===== src/rtl/multicycle_controller_if.sv =====
// Memory handshake bundle between the multi-cycle controller and the
// instruction/data memory.
//   mem_req   : controller -> memory, an access is requested this cycle
//   mem_read  : controller -> memory, the access is a read (fetch or LW)
//   mem_write : controller -> memory, the access is a write (SW)
//   mem_ready : memory -> controller, the access completes this cycle
//
// Handshake: an access completes on a rising clock edge where mem_req and
// mem_ready are both 1. mem_req stays high, and the access type stays
// constant, until that edge. The memory may raise mem_ready at any time. The
// controller only acts on it while it is driving mem_req, so a mem_ready seen
// while mem_req is low (for example during a stall) has no effect.
interface multicycle_controller_if;
  logic mem_req;
  logic mem_read;
  logic mem_write;
  logic mem_ready;

  modport master (
    output mem_req,
    output mem_read,
    output mem_write,
    input  mem_ready
  );

  modport slave (
    input  mem_req,
    input  mem_read,
    input  mem_write,
    output mem_ready
  );
endinterface


===== src/rtl/multicycle_controller.sv =====
// Sequencing controller for a multi-cycle RV32I datapath.
// Each instruction passes through FETCH / DECODE / EXEC / MEM / WB. The
// controller latches the opcode in DECODE, waits on the memory handshake and
// traps on an illegal opcode or a memory timeout. It also counts retired
// instructions.
//
// Ports
//   clk, rst_n   : rising-edge clock, asynchronous active-low reset
//   mem          : memory handshake (master side), see multicycle_controller_if
//   opcode       : instr[6:0] from the IR, sampled only in DECODE
//   zero         : ALU zero flag, used for the BEQ decision in EXEC
//   stall        : hold state, opcode and wait counter; force strobes to 0
//   ir_write     : load the IR from memory data
//   pc_write     : update the PC
//   pc_src       : 0 = PC+4, 1 = branch target
//   alu_src      : 0 = rs2, 1 = immediate
//   mem_to_reg   : 0 = ALU result, 1 = memory data to rd
//   reg_write    : write rd
//   alu_op       : 00 = add (ld/st), 01 = sub (branch), 10 = funct decode
//   instr_done   : one-cycle pulse when an instruction retires
//   illegal      : sticky, an unsupported opcode was trapped
//   timeout      : sticky, mem_ready did not arrive within TMO_CYCLES
//   state        : current FSM state (debug)
//   retired      : retired-instruction count, wraps modulo 2^RET_W
module multicycle_controller #(
  parameter int OPCODE_W   = 7,
  parameter int ALUOP_W    = 2,
  parameter int TMO_CYCLES = 15,
  parameter int RET_W      = 32
) (
  input  logic                       clk,
  input  logic                       rst_n,
  multicycle_controller_if.master    mem,
  input  logic [OPCODE_W-1:0]        opcode,
  input  logic                       zero,
  input  logic                       stall,
  output logic                       ir_write,
  output logic                       pc_write,
  output logic                       pc_src,
  output logic                       alu_src,
  output logic                       mem_to_reg,
  output logic                       reg_write,
  output logic [ALUOP_W-1:0]         alu_op,
  output logic                       instr_done,
  output logic                       illegal,
  output logic                       timeout,
  output logic [2:0]                 state,
  output logic [RET_W-1:0]           retired
);

  localparam int CNT_W = $clog2(TMO_CYCLES + 1);
  // The wait that lands on this count is the last one allowed. If mem_ready
  // is still low on that cycle, the controller traps.
  localparam logic [CNT_W-1:0] CNT_LAST = CNT_W'(TMO_CYCLES - 1);

  localparam logic [OPCODE_W-1:0] OP_R    = OPCODE_W'(7'b0110011);
  localparam logic [OPCODE_W-1:0] OP_ADDI = OPCODE_W'(7'b0010011);
  localparam logic [OPCODE_W-1:0] OP_LW   = OPCODE_W'(7'b0000011);
  localparam logic [OPCODE_W-1:0] OP_SW   = OPCODE_W'(7'b0100011);
  localparam logic [OPCODE_W-1:0] OP_BEQ  = OPCODE_W'(7'b1100011);

  localparam logic [ALUOP_W-1:0] ALU_ADD   = ALUOP_W'(2'b00);
  localparam logic [ALUOP_W-1:0] ALU_SUB   = ALUOP_W'(2'b01);
  localparam logic [ALUOP_W-1:0] ALU_FUNCT = ALUOP_W'(2'b10);

  typedef enum logic [2:0] {
    S_BOOT   = 3'd0,
    S_FETCH  = 3'd1,
    S_DECODE = 3'd2,
    S_EXEC   = 3'd3,
    S_MEM    = 3'd4,
    S_WB     = 3'd5,
    S_TRAP   = 3'd6
  } state_t;

  state_t              state_q, state_d;
  logic [CNT_W-1:0]    cnt_q, cnt_d;
  logic [OPCODE_W-1:0] opcode_q;
  logic                illegal_q, timeout_q;
  logic [RET_W-1:0]    retired_q;

  logic load_op;
  logic ill_set;
  logic tmo_set;
  logic is_lw;
  logic is_sw;
  logic op_legal;

  logic req_c, read_c, write_c, irw_c, pcw_c, regw_c, done_c;
  logic pc_src_c, alu_src_c, m2r_c;
  logic [ALUOP_W-1:0] alu_op_c;

  assign is_lw = (opcode_q == OP_LW);
  assign is_sw = (opcode_q == OP_SW);

  // Legality is judged on the raw opcode. Only DECODE uses this result.
  assign op_legal = (opcode == OP_R)  || (opcode == OP_ADDI) ||
                    (opcode == OP_LW) || (opcode == OP_SW)   ||
                    (opcode == OP_BEQ);

  always_ff @(posedge clk or negedge rst_n) begin
    if (!rst_n) begin
      state_q   <= S_BOOT;
      cnt_q     <= '0;
      opcode_q  <= '0;
      illegal_q <= 1'b0;
      timeout_q <= 1'b0;
      retired_q <= '0;
    end else begin
      state_q <= state_d;
      cnt_q   <= cnt_d;
      if (load_op) opcode_q <= opcode;
      if (ill_set) illegal_q <= 1'b1;
      if (tmo_set) timeout_q <= 1'b1;
      if (done_c)  retired_q <= retired_q + RET_W'(1);
    end
  end

  always_comb begin
    state_d   = state_q;
    cnt_d     = cnt_q;
    load_op   = 1'b0;
    ill_set   = 1'b0;
    tmo_set   = 1'b0;
    req_c     = 1'b0;
    read_c    = 1'b0;
    write_c   = 1'b0;
    irw_c     = 1'b0;
    pcw_c     = 1'b0;
    regw_c    = 1'b0;
    done_c    = 1'b0;
    pc_src_c  = 1'b0;
    alu_src_c = 1'b0;
    m2r_c     = 1'b0;
    alu_op_c  = ALU_ADD;

    case (state_q)
      S_BOOT: begin
        state_d = S_FETCH;
      end

      S_FETCH: begin
        req_c  = 1'b1;
        read_c = 1'b1;
        if (!stall) begin
          if (mem.mem_ready) begin
            irw_c   = 1'b1;
            pcw_c   = 1'b1;
            state_d = S_DECODE;
          end else if (cnt_q == CNT_LAST) begin
            state_d = S_TRAP;
            tmo_set = 1'b1;
          end else begin
            cnt_d = cnt_q + CNT_W'(1);
          end
        end
      end

      S_DECODE: begin
        if (!stall) begin
          load_op = 1'b1;
          if (op_legal) begin
            state_d = S_EXEC;
          end else begin
            state_d = S_TRAP;
            ill_set = 1'b1;
          end
        end
      end

      S_EXEC: begin
        case (opcode_q)
          OP_R: begin
            alu_op_c = ALU_FUNCT;
            if (!stall) state_d = S_WB;
          end
          OP_ADDI: begin
            alu_op_c  = ALU_FUNCT;
            alu_src_c = 1'b1;
            if (!stall) state_d = S_WB;
          end
          OP_LW, OP_SW: begin
            alu_src_c = 1'b1;
            if (!stall) state_d = S_MEM;
          end
          OP_BEQ: begin
            // The branch resolves here, so the instruction retires in EXEC.
            alu_op_c = ALU_SUB;
            pc_src_c = 1'b1;
            pcw_c    = zero;
            done_c   = 1'b1;
            if (!stall) state_d = S_FETCH;
          end
          default: begin
            // opcode_q always holds a legal opcode when EXEC is reached.
            if (!stall) state_d = S_TRAP;
          end
        endcase
      end

      S_MEM: begin
        req_c     = 1'b1;
        alu_src_c = 1'b1;
        read_c    = is_lw;
        write_c   = is_sw;
        if (!stall) begin
          if (mem.mem_ready) begin
            if (is_lw) begin
              state_d = S_WB;
            end else begin
              done_c  = 1'b1;
              state_d = S_FETCH;
            end
          end else if (cnt_q == CNT_LAST) begin
            state_d = S_TRAP;
            tmo_set = 1'b1;
          end else begin
            cnt_d = cnt_q + CNT_W'(1);
          end
        end
      end

      S_WB: begin
        regw_c = 1'b1;
        m2r_c  = is_lw;
        done_c = 1'b1;
        if (!stall) state_d = S_FETCH;
      end

      S_TRAP: begin
        state_d = S_TRAP;
      end

      default: begin
        state_d = S_TRAP;
      end
    endcase

    // Any state change either enters a new state or answers a mem_ready.
    // In both cases the wait count starts over.
    if (state_d != state_q) cnt_d = '0;

    // During a stall every strobe that commits work is suppressed. The memory
    // never sees a request, so a mem_ready it raises in this window is ignored.
    if (stall) begin
      req_c   = 1'b0;
      read_c  = 1'b0;
      write_c = 1'b0;
      irw_c   = 1'b0;
      pcw_c   = 1'b0;
      regw_c  = 1'b0;
      done_c  = 1'b0;
    end
  end

  assign mem.mem_req   = req_c;
  assign mem.mem_read  = read_c;
  assign mem.mem_write = write_c;
  assign ir_write      = irw_c;
  assign pc_write      = pcw_c;
  assign pc_src        = pc_src_c;
  assign alu_src       = alu_src_c;
  assign mem_to_reg    = m2r_c;
  assign reg_write     = regw_c;
  assign alu_op        = alu_op_c;
  assign instr_done    = done_c;
  assign illegal       = illegal_q;
  assign timeout       = timeout_q;
  assign state         = state_q;
  assign retired       = retired_q;

endmodule


===== src/flat_wrapper.sv =====
// flat-port wrapper written by rule: the top's interface ports become plain ports
module multicycle_controller_flat 
#(
  parameter int OPCODE_W   = 7,
  parameter int ALUOP_W    = 2,
  parameter int TMO_CYCLES = 15,
  parameter int RET_W      = 32
)
  (clk, rst_n, opcode, zero, stall, ir_write, pc_write, pc_src, alu_src, mem_to_reg, reg_write, alu_op, instr_done, illegal, timeout, state, retired, mem_mem_req, mem_mem_read, mem_mem_write, mem_mem_ready);
  multicycle_controller_if mem_i ();
  input  logic clk;
  input  logic rst_n;
  input  logic [OPCODE_W-1:0] opcode;
  input  logic zero;
  input  logic stall;
  output logic ir_write;
  output logic pc_write;
  output logic pc_src;
  output logic alu_src;
  output logic mem_to_reg;
  output logic reg_write;
  output logic [ALUOP_W-1:0] alu_op;
  output logic instr_done;
  output logic illegal;
  output logic timeout;
  output logic [2:0] state;
  output logic [RET_W-1:0] retired;
  output wire logic [$bits(mem_i.mem_req)-1:0] mem_mem_req;
  output wire logic [$bits(mem_i.mem_read)-1:0] mem_mem_read;
  output wire logic [$bits(mem_i.mem_write)-1:0] mem_mem_write;
  input wire logic [$bits(mem_i.mem_ready)-1:0] mem_mem_ready;
  assign mem_mem_req = mem_i.mem_req;
  assign mem_mem_read = mem_i.mem_read;
  assign mem_mem_write = mem_i.mem_write;
  assign mem_i.mem_ready = mem_mem_ready;
  multicycle_controller #(.OPCODE_W(OPCODE_W), .ALUOP_W(ALUOP_W), .TMO_CYCLES(TMO_CYCLES), .RET_W(RET_W)) u_core (.clk(clk), .rst_n(rst_n), .mem(mem_i), .opcode(opcode), .zero(zero), .stall(stall), .ir_write(ir_write), .pc_write(pc_write), .pc_src(pc_src), .alu_src(alu_src), .mem_to_reg(mem_to_reg), .reg_write(reg_write), .alu_op(alu_op), .instr_done(instr_done), .illegal(illegal), .timeout(timeout), .state(state), .retired(retired));
endmodule

===== config.mk =====
export PLATFORM = sky130hd
export DESIGN_NAME = multicycle_controller_flat
export DESIGN_NICKNAME = d
export VERILOG_FILES = /design/src/rtl/multicycle_controller_if.sv /design/src/rtl/multicycle_controller.sv /design/src/flat_wrapper.sv
export SDC_FILE = /design/constraint.sdc
export NUM_CORES = 1
export LEC_CHECK = 0
export BUFFER_PORTS_ARGS = -buffer_cell sky130_fd_sc_hd__buf_2
export CORE_AREA = 2 2 63 94
export DETAILED_ROUTE_END_ITERATION = 6
export DIE_AREA = 0 0 65 96
export GPL_ROUTABILITY_DRIVEN = 0
export MAX_ROUTING_LAYER = met4
export PLACE_DENSITY = 0.73
export SYNTH_ARGS = -nofsm -noshare
export SYNTH_HDL_FRONTEND = slang
export SYNTH_SLANG_ARGS = --single-unit

===== constraint.sdc =====
create_clock -name clk -period 2.4 [get_ports clk]
set_input_delay 0.48 -clock clk [delete_from_list [all_inputs] [get_ports clk]]
set_output_delay 0.48 -clock clk [all_outputs]
set_load 0.1 [all_outputs]

Word-level counts from Yosys, hierarchy flattened. Index checks and enable logic that the tools add are counted.

Latch bits: 0. Word-level logic and storage cells: 92. Input port bits: 12. ROM bits: 0. Memories: 0. Bits in registers: 48. Bits in writable memories: 0.

Shift-type cells: 0. Multipliers: 0. Add/sub/neg operators: 2. Divide/modulo/power cells: 0. Reduce and logical (&&, ||, !) cells: 11. $lt $le $gt $ge: 0. Equality and inequality tests: 20. Mux-type cells: 53. Bitwise gates (word level): 0.

Operators with widths (count): $mux W3 (12); $add A32 B1 Y32 const B (1); $eq A7 B6 Y1 const B (4); $mux W1 (28); $mux W4 (5); $pmux W3 S6 (1); $eq A7 B2 Y1 const B (2); $eq A7 B5 Y1 const B (2); $eq A7 B7 Y1 const B (2); $pmux W3 S3 (1); $eq A3 B2 Y1 const B (2); $eq A3 B3 Y1 const B (2); $pmux W1 S2 (3); $reduce_or A2 Y1 (3); $add A4 B1 Y4 const B (1); $eq A4 B4 Y1 const B (1); $logic_or A1 B1 Y1 (4); $ne A2 B1 Y1 const B (2); $pmux W2 S2 (1); $reduce_and A4 Y1 (1); $eq A3 B1 Y1 const B (1); $logic_not A3 Y1 (1); $ne A3 B3 Y1 (1); $pmux W1 S3 (1); 4 further kinds (4).

Logic depth before layout (Yosys ltp).
Depth in word-level cells: 11. Mapped depth: 7. Depth with buffers taken out: 7.

Worst setup path before layout. OpenSTA, ideal clock, no wires.

Path type: register to output. Start: register u_core.state_q[0], in the netlist u_core.state[0]. End: output port ir_write. Cell stages (with the launch flop): 4. Data required time: 1920 ps. Data arrival time: 4487 ps. Setup slack: -2567 ps. Cells stage by stage: dfrtp_1 -> nand2b_1 -> clkbuf_1 -> nor4b_1.

Cells in the longest elaborated chain, start to end: 3.

Ends and longest elaborated chain: start, declared (line multicycle_controller.sv:76) `state_t state_q, state_d;`; start signal, assigned (line multicycle_controller.sv:110) `state_q <= state_d;`; $eq A3 B1 Y1 (line multicycle_controller.sv:137) `case (state_q)`; $mux W1 (line multicycle_controller.sv:137); $mux W1 (line multicycle_controller.sv:245) `if (stall) begin`; end, declared (line flat_wrapper.sv:16) `output logic ir_write;`.

Every way passes these cells.

Worst setup path after layout.
Start: register u_core.state_q[0], in the netlist u_core.state[0]. End: output port instr_done.

Cells in the longest elaborated chain, start to end: 3. Elaborated cells on any way between the ends: 5. Those cells by class: 3 x eq/ne; 2 x mux.

Ends and longest elaborated chain: $eq A3 B3 Y1 / $eq A3 B2 Y1 (equally long branches) (line multicycle_controller.sv:137); $pmux W1 S3 * (line multicycle_controller.sv:137); $mux W1 * (line multicycle_controller.sv:245); end, declared (line flat_wrapper.sv:23) `output logic instr_done;`.

Mark *: on every way between the ends. The rest lies on a longest branch, timed or not.

==> reports/summary.md <==
The run finished with clean final reports. STA classifies the critical path startpoint as a register. The tools report the endpoint of the worst-slack reg-to-reg timing path as u_core.retired[25].

The clock-pin slew reported for the worst setup and hold paths after clock tree synthesis works out to 0.10 ns. TritonCTS built the clock tree. Launching point of the worst reg2reg path: u_core.opcode_q[2]. Across the VDD grid, the largest voltage drop is 422.4 uV. In this run the remaining antenna-violating nets after routing total 0. The die area is 0.006240 sq mm.

The logs give 0.6713 for the worst max-slew margin expressed relative to the limit and 387 for the placed instance count. Measured along the y axis, the die boundary spans 96 um. The initialized floorplan defines 33 standard-cell rows. The synthesized design contains 48 register bits. For the portion of total power attributed to sequential cells, the log shows 0.372. Counting every instance in the synthesized netlist gives 258. The clock sink total is 48, and the H-tree level count is 2.

Critical path class: register to output pin. The internal power came out at 0.001669 W. For the overall track demand over capacity in global routing, the log shows 0.2210. The clock passes through at most 2 buffers. The routed design has 6210 um of wire. The run gives 0.4598 as the post-synthesis sequential area ratio. Setup repair after global routing could not meet its margin everywhere. Dividing total power by cell area gives a power density of 861.8 mW/mm^2.

The placed instances occupy a cell area of 0.003314 sq mm. For this design the static power due to leakage is 1.727 nW. The first routing iteration left 130 violations. The via count of the first global-routing pass was 2,127; the initial antenna violation count was 0. For the worst setup path, the data arrival time is 1.89 ns.

Path depth of the worst reg2reg path: 9. The number of hold violations in the final report is 0, and the count of final max-slew check failures is 0. At the pin with the least slew margin, the transition time is 0.4931 ns. The endpoint type of the worst setup path was an output pin.

The setup total negative slack was 0 ns; the cell area after technology mapping was 0.002613 sq mm. The part of the total power dissipated in combinational logic is 0.430, and the share of synthesized registers carrying an async set or reset is 1.000. Based on the critical path, the design can be clocked at up to 421.8 MHz.

The clock network power share is 0.198, and the number of buffers added on ports is 60. After synthesis, the most frequently instantiated cells are sky130_fd_sc_hd__dfrtp_1, sky130_fd_sc_hd__xor2_1, sky130_fd_sc_hd__nor3_1. For the worst-skew pair, the clock arrives at the later sink with an insertion delay of 0.31 ns.

The final setup violation count came out at 0. TritonCTS created 5 clock buffers. The die is 65 um wide.

The analysis attributes to net switching a power of 0.001366 W. The run gives 0.005409 sq mm as the area of the core. The tightest min-delay check is of the primary input to asynchronous set/reset pin type. Averaged over all synthesized cells, the footprint is 10.13 sq um.

For this design the top-level I/O count stands at 61. The switching share of total power is 0.4500. The number of iterations in the first detailed-routing pass is 4. On the final layout, the worst clock skew is 0.009947 ns. Dividing the detail-routed wire length by the instance count gives 15.60 um.

For the final non-filler cell total, the log shows 398. The initial core utilization is 0.4830. Max capacitance violation total: 0. For the core utilization of the finished layout, the log shows 0.6512. In the post-synthesis netlist, the biggest area contributors are sky130_fd_sc_hd__dfrtp_1, sky130_fd_sc_hd__xor2_1, sky130_fd_sc_hd__nor3_1. Largest net degree at the start of global routing: 30. The share of Yosys cell area claimed by the top area cell type was 0.4598; the first-pass GRT wire length was 10,360 um.

The vias per cell was 5.555; the number of distinct standard cells referenced by the synthesized netlist was 47. The minimum clock period is 2.371 ns. Layout cell share with drive strength beyond 1: 0.3994.

Of all cell types, the one taking the most synthesized area is sky130_fd_sc_hd__dfrtp_1. The fill cell total of the finished layout was 433; the final instance area was 0.003522 sq mm. In this run the worst path has a maximum fanout of 3.

For this run, the post-layout net count is 342. The design draws 0.003035 W. For the overall overflow remaining after global route, the log shows 0.

Summed over all nets, the half-perimeter wirelength after detailed placement is 4525 um. Buffers inserted to repair hold after CTS numbered 0. For the worst setup path, the data required time is 1.92 ns. The post-route DRC violation count was 0; the number of synthesized flops with an enable pin was 0. The diode insertion count for antenna repair came out at 0. The most used flip-flop cell after synthesis was sky130_fd_sc_hd__dfrtp_1.

The cell sitting at the root of the clock tree is a sky130_fd_sc_hd__clkbuf_8. For this run, the number of Yosys warnings is 0. The synthesis-to-layout area growth was 34.82%. sky130_fd_sc_hd__dfrtp_1 is the most common cell in the netlist. The final period utilization was 0.9878; the post-synthesis net count was 273. For flop-to-flop paths, the worst setup slack is 0.16 ns. The tools report the via count of the routed design as 2,211.
## registers in the layout, summed over array words and instances, names as in the netlist
signal,count
u_core.cnt_q,4
u_core.state,3
u_core.timeout,1
u_core.retired,32
u_core.illegal,1
u_core.opcode_q,7
## cells by family (layout without fill, tap and decap cells)
kind of cell,after synthesis,in the layout,share of synthesized area
flops,48,48,0.4598
xor+xnor,33,33,0.1106
fa+ha+maj,3,3,0.01437
buf+inv,18,88,0.03113
mux,9,9,0.03879
simple gates,120,120,0.2586
compound gates,27,27,0.08669
## power by group through the flow
| stage | registers [W] | logic (W) | clock network (W) |
|---|---|---|---|
| floorplan | 0.00141 | 0.000649 | 0 |
| CTS | 0.00111 | 0.00125 | 0.000618 |
| detailed placement | 0.00112 | 0.00124 | 0 |
| global placement | 0.00111 | 0.00122 | 0 |
| finish | 0.00113 | 0.00130 | 0.000600 |
| global route | 0.00115 | 0.00137 | 0.000650 |
## stage by stage
stage | hold slack [ns] | setup slack, ns
after floorplan | 0.1844 | -0.1172
after global placement | 0.4383 | 0.3357
after detailed placement | 0.4446 | 0.2888
after CTS | 0.1294 | 0.008579
after global routing | 0.1462 | -0.03299
final | 0.1268 | 0.02924
## repair_timing
action | 4_1_cts | 5_1_grt
pin swaps | 2 | 4
setup endpoints to repair | 2 | 5
resized for setup | 5 | 11
gates cloned | 0 | 0
setup buffers | 1 | 2
## critical path, stage by stage (launching register included)
cell and delay, ns:
sky130_fd_sc_hd__dfrtp_4 0.49, sky130_fd_sc_hd__or3_4 0.41, sky130_fd_sc_hd__o221a_4 0.25, sky130_fd_sc_hd__o22ai_4 0.18
sky130_fd_sc_hd__nor2_4 0.08, sky130_fd_sc_hd__buf_12 0.17
## placed cells by master (no fill, tap or decap), types with 2 or more instances in the layout
cell                       Yosys  final
sky130_fd_sc_hd__ha_1          3      3
sky130_fd_sc_hd__buf_4         1     10
sky130_fd_sc_hd__mux2_2        8      8
sky130_fd_sc_hd__dfrtp_1      48     41
sky130_fd_sc_hd__dfrtp_4       0      3
sky130_fd_sc_hd__nor2b_2       0      2
sky130_fd_sc_hd__xnor2_1       5      5
sky130_fd_sc_hd__nor2b_1       4      2
sky130_fd_sc_hd__nor3b_1       2      2
sky130_fd_sc_hd__or2_2         2      2
sky130_fd_sc_hd__a211o_1       3      3
sky130_fd_sc_hd__or3_1         3      2
sky130_fd_sc_hd__nand2_2       0      2
sky130_fd_sc_hd__nor3_1       24     21
sky130_fd_sc_hd__nand2b_1      6      5
sky130_fd_sc_hd__buf_2         2     50
sky130_fd_sc_hd__nand3_1      14     14
sky130_fd_sc_hd__nand4_1       5      5
sky130_fd_sc_hd__dfrtp_2       0      4
sky130_fd_sc_hd__buf_12        0     12
sky130_fd_sc_hd__and3_2        0      2
sky130_fd_sc_hd__nor3_4        1      4
sky130_fd_sc_hd__nor2_2        0      2
sky130_fd_sc_hd__a21o_1        2      2
sky130_fd_sc_hd__inv_1         7      7
sky130_fd_sc_hd__xor2_1       28     28
sky130_fd_sc_hd__and3_1        4      2
sky130_fd_sc_hd__clkbuf_8      0      5
sky130_fd_sc_hd__a31oi_1       3      3
sky130_fd_sc_hd__a21oi_1       4      4
sky130_fd_sc_hd__nor4_1       11     10
sky130_fd_sc_hd__nor2_4        0      3
sky130_fd_sc_hd__nand2_1      18     16
sky130_fd_sc_hd__nor2_1       17     12
sky130_fd_sc_hd__nor4_2        3      3
## routing by layer
| layer | vias up | track usage | wire, um |
|---|---|---|---|
| met4 | 0 | 0.07447 | 93 |
| li1 | 1059 | - | - |
| met5 | - | - | 0 |
| met3 | 7 | 0.03275 | 266 |
| met1 | 1079 | 0.2552 | 2508 |
| met2 | 66 | 0.3918 | 3342 |
## worst max-delay path by stage
| stage | startpoint | end | slack (ns) | depth (start not counted) |
|---|---|---|---|---|
| final | u_core.state[0] | instr_done | 0.03 | 5 |
| after global routing | u_core.state[0] | instr_done | -0.03 | 5 |
| after CTS | u_core.state[0] | instr_done | 0.009 | 6 |
| after detailed placement | u_core.opcode_q[4] | pc_write | 0.29 | 6 |
| after global placement | u_core.opcode_q[5] | pc_write | 0.34 | 6 |
| after floorplan | u_core.state[0] | mem_mem_write | -0.12 | 2 |
## cell type report
| class | count | area (sq um) | area share |
|---|---|---|---|
| inverter | 7 | 26.28 | 0.007460 |
| clock inverter | 3 | 46.29 | 0.01314 |
| multi-input combinational | 192 | 1499 | 0.4256 |
| sequential | 48 | 1217 | 0.3456 |
| clock buffer | 5 | 68.82 | 0.01954 |
| timing repair buffer | 73 | 576.8 | 0.1638 |
| tap | 70 | 87.58 | 0.02487 |
Note: power is estimated with default switching activity, not from simulation.
